===== config.mk =====
export PLATFORM = sky130hd
export DESIGN_NAME = cop0_register_file
export DESIGN_NICKNAME = d
export VERILOG_FILES = /design/src/rtl/cop0_register_file.sv
export SDC_FILE = /design/constraint.sdc
export NUM_CORES = 1
export LEC_CHECK = 0
export BUFFER_PORTS_ARGS = -buffer_cell sky130_fd_sc_hd__buf_4
export CAP_MARGIN = 25
export CORE_ASPECT_RATIO = 1.25
export CORE_MARGIN = 2
export CORE_UTILIZATION = 30
export CTS_CLUSTER_DIAMETER = 200
export DETAILED_ROUTE_END_ITERATION = 12
export PLACE_DENSITY = 0.54
export SLEW_MARGIN = 5
export SYNTH_ARGS = -nofsm -noshare
export SYNTH_HDL_FRONTEND = slang
export SYNTH_SLANG_ARGS = --single-unit

===== constraint.sdc =====
create_clock -name clk -period 4.2 [get_ports clk]
set_clock_uncertainty 0.1 [all_clocks]
set_input_delay 0.21 -clock clk [delete_from_list [all_inputs] [get_ports clk]]
set_output_delay 0.21 -clock clk [all_outputs]
set_load 0.02 [all_outputs]

===== src/rtl/cop0_register_file.sv =====
// Coprocessor-0 register file: MTC0/MFC0 access, Count/Compare timer,
// interrupt request generation and exception/ERET state tracking.
module cop0_register_file #(
  parameter logic [31:0] PRID      = 32'h0001_8000,
  parameter int unsigned COUNT_DIV = 2
) (
  input  logic        clk,
  input  logic        reset,
  input  logic        we,
  input  logic [4:0]  waddr,
  input  logic [2:0]  wsel,
  input  logic [31:0] wdata,
  input  logic [4:0]  raddr,
  input  logic [2:0]  rsel,
  output logic [31:0] rdata,
  input  logic        exc_valid,
  input  logic [4:0]  exc_code,
  input  logic [31:0] exc_pc,
  input  logic        exc_bd,
  input  logic        exc_badvaddr_valid,
  input  logic [31:0] exc_badvaddr,
  input  logic        eret,
  input  logic [5:0]  hw_int,
  output logic        int_pending,
  output logic [31:0] epc_out,
  output logic        exl_out
);

  localparam logic [4:0] REG_BADVADDR = 5'd8;
  localparam logic [4:0] REG_COUNT    = 5'd9;
  localparam logic [4:0] REG_COMPARE  = 5'd11;
  localparam logic [4:0] REG_STATUS   = 5'd12;
  localparam logic [4:0] REG_CAUSE    = 5'd13;
  localparam logic [4:0] REG_EPC      = 5'd14;
  localparam logic [4:0] REG_PRID     = 5'd15;
  localparam logic [3:0] DIV_LAST     = 4'(COUNT_DIV - 1);

  logic [31:0] badvaddr_q, badvaddr_d;
  logic [31:0] count_q, count_d;
  logic [31:0] compare_q, compare_d;
  logic [31:0] epc_q, epc_d;
  logic [7:0]  im_q, im_d;
  logic        exl_q, exl_d;
  logic        ie_q, ie_d;
  logic        bd_q, bd_d;
  logic        ti_q, ti_d;
  logic [5:0]  ip_hw_q;
  logic [1:0]  ip_sw_q, ip_sw_d;
  logic [4:0]  code_q, code_d;
  logic [3:0]  div_q, div_d;
  logic        count_upd;

  logic wr_sel0, wr_count, wr_compare, wr_status, wr_cause, wr_epc;
  logic [7:0] cause_ip;

  assign wr_sel0    = we && (wsel == 3'd0);
  assign wr_count   = wr_sel0 && (waddr == REG_COUNT);
  assign wr_compare = wr_sel0 && (waddr == REG_COMPARE);
  assign wr_status  = wr_sel0 && (waddr == REG_STATUS);
  assign wr_cause   = wr_sel0 && (waddr == REG_CAUSE);
  assign wr_epc     = wr_sel0 && (waddr == REG_EPC);

  // IP7 is shared between hardware line 5 and the timer.
  assign cause_ip = {ip_hw_q[5] | ti_q, ip_hw_q[4:0], ip_sw_q};

  always_comb begin
    // NOTE: every signal gets a default first so no path leaves it unassigned (no latches).
    div_d     = div_q;
    count_d   = count_q;
    count_upd = 1'b0;
    if (wr_count) begin
      count_d   = wdata;
      div_d     = 4'd0;
      count_upd = 1'b1;
    end else if (div_q == DIV_LAST) begin
      count_d   = count_q + 32'd1;
      div_d     = 4'd0;
      count_upd = 1'b1;
    end else begin
      div_d = div_q + 4'd1;
    end

    compare_d = wr_compare ? wdata : compare_q;
    ti_d      = ti_q;
    if (wr_compare)                            ti_d = 1'b0;
    else if (count_upd && count_d == compare_q) ti_d = 1'b1;

    badvaddr_d = badvaddr_q;
    epc_d      = epc_q;
    im_d       = im_q;
    exl_d      = exl_q;
    ie_d       = ie_q;
    bd_d       = bd_q;
    ip_sw_d    = ip_sw_q;
    code_d     = code_q;

    if (exc_valid) begin
      code_d = exc_code;
      if (!exl_q) begin
        epc_d = exc_bd ? exc_pc - 32'd4 : exc_pc;
        bd_d  = exc_bd;
      end
      exl_d = 1'b1;
      if (exc_badvaddr_valid) badvaddr_d = exc_badvaddr;
    end else begin
      if (wr_status) begin
        im_d  = wdata[15:8];
        exl_d = wdata[1];
        ie_d  = wdata[0];
      end
      // ERET wins over the EXL bit of a simultaneous Status write.
      if (eret)     exl_d   = 1'b0;
      if (wr_cause) ip_sw_d = wdata[9:8];
      if (wr_epc)   epc_d   = wdata;
    end
  end

  always_ff @(posedge clk or posedge reset) begin
    if (reset) begin
      badvaddr_q <= '0;
      count_q    <= '0;
      compare_q  <= '0;
      epc_q      <= '0;
      im_q       <= '0;
      exl_q      <= 1'b0;
      ie_q       <= 1'b0;
      bd_q       <= 1'b0;
      ti_q       <= 1'b0;
      ip_hw_q    <= '0;
      ip_sw_q    <= '0;
      code_q     <= '0;
      div_q      <= '0;
    end else begin
      // NOTE: non-blocking assignments so every register samples pre-edge state.
      badvaddr_q <= badvaddr_d;
      count_q    <= count_d;
      compare_q  <= compare_d;
      epc_q      <= epc_d;
      im_q       <= im_d;
      exl_q      <= exl_d;
      ie_q       <= ie_d;
      bd_q       <= bd_d;
      ti_q       <= ti_d;
      ip_hw_q    <= hw_int;
      ip_sw_q    <= ip_sw_d;
      code_q     <= code_d;
      div_q      <= div_d;
    end
  end

  always_comb begin
    rdata = 32'd0;
    if (rsel == 3'd0) begin
      case (raddr)
        REG_BADVADDR: rdata = badvaddr_q;
        REG_COUNT:    rdata = count_q;
        REG_COMPARE:  rdata = compare_q;
        REG_STATUS:   rdata = {9'd0, 1'b1, 6'd0, im_q, 6'd0, exl_q, ie_q};
        REG_CAUSE:    rdata = {bd_q, ti_q, 14'd0, cause_ip, 1'b0, code_q, 2'd0};
        REG_EPC:      rdata = epc_q;
        REG_PRID:     rdata = PRID;
        default:      rdata = 32'd0;
      endcase
    end
  end

  assign int_pending = ie_q & ~exl_q & (|(cause_ip & im_q));
  assign epc_out     = epc_q;
  assign exl_out     = exl_q;

endmodule


==> impl_metrics.csv <==
group,metric,value,unit
run,drv_cap,0,
sta,rsz0062_at_grt,"false",
grt,grt_max_degree,84,
finish,mostFrequentLayoutCells,"buf_4, dfrtp_1, nand2_1, mux2_2, o21ai_0",
finish,area_growth_syn_to_layout,34.3,%
grt,grt_pass1_wl,56900,microns
setup_path,cp-endpoint,"ti_q",
grt,first_global_vias,9472,
setup_path,worstPathMaxFanout,12,
logic_synthesis,yosys.area.top_type,"dfrtp_1",
sta,setup_viol,0,
detailed_routing,drt-wirelength-per-cell,21.8,microns
setup_path,endpoint_kind,"flip-flop",
setup_path,crit_start,"count_q[8]",
logic_synthesis,ys_warn_count,0,
logic_synthesis,synth_top_area_frac,0.404,
grt,grt-ovfl-total,0,
sta,finalCritPeriodShare,0.821,
floorplan,fp.coreArea,31900,sq um
setup_path,worstRegToRegCells,8,
detailed_routing,drt_first_pass_iters,8,
clock_network,path_clk_slew,60,ps
hold_path,min_path_type,"in2reg",
setup_path,crit_type,"reg2reg",
logic_synthesis,synth_seq_area_share,0.404,
placed_design,placed_cells,1602,
logic_synthesis,async_flop_share,1.00,
detailed_routing,via_per_inst,5.50,
detailed_routing,wirelength,37300,microns
detailed_routing,drtIter0Drc,775,
pwr,power_density,431,nW/um^2
clock_network,cts_setup_buffers,0,
sta,maxSlewHeadroom,0.399,
sta,finalHoldViolations,0,
outcome,status,"finished, final reports clean",
logic_synthesis,ys_ff_latch,157,
logic_synthesis,synth_cell_type_count,74,
clock_network,clkLatencyLatePin,440,ps
clock_network,cts_tree,"done",
sta,holdWs,25.9,ps
grt,grtUsageTotal,0.223,
pwr,peakVddDrop,0.277,mV
sta,report.final.slew_viol_count,0,
clock_network,clockBufferDepth,2,
floorplan,die_w,165,microns
finish,utilization,0.410,
finish,layout-drive-gt1-share,0.274,
placed_design,gp_congestion,0.936,
setup_path,start_kind,"flip-flop",
sta,tightest_slew,902,ps
pwr,p_leak,5.41,nW
logic_synthesis,synth_edf_count,0,
clock_network,clkSinkCount,157,
sta,max_clock_freq,0.290,GHz
placed_design,io_buffers,195,
sta,fin_setup_tns,0,ps
setup_path,r2r-start,"count_q[8]",
detailed_routing,drc,0,
grt,antenna_found_initial,0,
logic_synthesis,syn-cell-area,9730,sq um
finish,nets,1421,
finish,n_antenna_cell,0,
setup_path,worstPathRequired,4460,ps
logic_synthesis,syn_nets,1180,
floorplan,dieArea,33900,sq um
sta,period_needed,3450,ps
setup_path,r2r-end,"ti_q",
finish,final_common_cell,"buf_4",
clock_network,cts-root-buf,"clkbuf_16",
floorplan,ioPinCount,196,
detailed_routing,ant_nets,0,
logic_synthesis,ys_top_cells_by_area,"dfrtp_1, mux2_2, xnor2_1",
placed_design,place_hpwl,28000,microns
finish,fill_cells,3152,
finish,finalNonFillerCells,1712,
floorplan,row_count,73,
clock_network,cts_made_buffers,17,
setup_path,worstPathArrival,3700,ps
floorplan,die_h,205,microns
floorplan,start_util,0.305,
setup_path,r2r_slack,750,ps
pwr,power,5.63,mW
clock_network,ctsHtreeMaxLevel,4,
logic_synthesis,yosys_most_used_dff,"dfrtp_1",
logic_synthesis,synthCells,1046,
logic_synthesis,avgSynthCellArea,9.30,sq um
detailed_routing,vias,9411,
[per-layer routing]
layer  track usage  part of all wire
met2         0.380              0.50
met4        0.0696             0.024
met5             0                 0
met1         0.290              0.42
met3        0.0333             0.049
[worst min-delay path by stage]
stage	start	to	slack [ps]	cells after the start
2_1_floorplan	hw_int[0]	ip_hw_q[0]	140	0
3_3_place_gp	hw_int[1]	ip_hw_q[1]	220	1
3_5_place_dp	hw_int[3]	ip_hw_q[3]	220	1
4_1_cts	wdata[15]	im_q[7]	10	2
5_1_grt	wdata[15]	compare_q[15]	8	2
6_report	exc_pc[30]	epc_out[30]	30	3
[timing repair]
action	CTS	global route
resized for setup	0	0
hold endpoints to repair	143	0
hold buffers	78	0
[through the flow]
step / setup WS, ps / instance area, sq um
after detailed placement: 659 / 11700
after global routing: 468 / 13100
after global placement: 683 / 11700
final: 753 / 13100
after floorplan: 1270 / 9730
after CTS: 767 / 13100
[sequential cells by signal (all words and copies together) (netlist names)]
signal	count
badvaddr_q	32
bd_q	1
code_q	5
compare_q	32
count_q	32
div_q	4
epc_out	32
exl_out	1
ie_q	1
im_q	8
ip_hw_q	6
ip_sw_q	2
ti_q	1
[where the power goes]
group,internal [mW],total [mW],switching [mW]
sequential,1.78,2.22,0.436
combinational,0.794,1.75,0.955
clock,0.989,1.67,0.677
total,3.56,5.63,2.07
[critical path, cell delays in order (launching register included)]
cell	delay, ps
dfrtp_1	580
nand4_1	270
or4_4	620
nor3_4	410
xnor2_1	180
a32o_1	300
a2111o_1	370
o41a_1	380
a31oi_1	150
[synth_stat cells, types with 21 or more instances]
library cell	n
a21oi_1	46
clkbuf_1	57
dfrtp_1	157
mux2_2	92
mux2i_1	26
nand2_1	113
nand3_1	26
nand4_1	21
nor2_1	66
nor3_1	22
nor4_1	21
o21ai_0	79
xnor2_1	53
xor2_1	27
[cells by family (layout without fill, tap and decap cells)]
| group | count (synthesis) | after routing | synth area share |
|---|---|---|---|
| simple gates | 358 | 358 | 0.192 |
| compound gates | 235 | 235 | 0.155 |
| flops | 157 | 157 | 0.404 |
| mux | 118 | 118 | 0.133 |
| buf+inv | 93 | 347 | 0.0364 |
| xor+xnor | 81 | 81 | 0.0744 |
| fa+ha+maj | 4 | 4 | 0.00515 |
[final cells by class]
cell class	instances	area, sq um	share of cell area
flip-flops and latches	157	3930	0.301
repair buffers	295	2420	0.185
inverters	20	78.8	0.00604
multi-input cells	796	5490	0.420
clock inverters	11	156	0.0120
well taps	412	515	0.0395
clock buffers	21	470	0.0360
(Power assumes the default switching activity.)
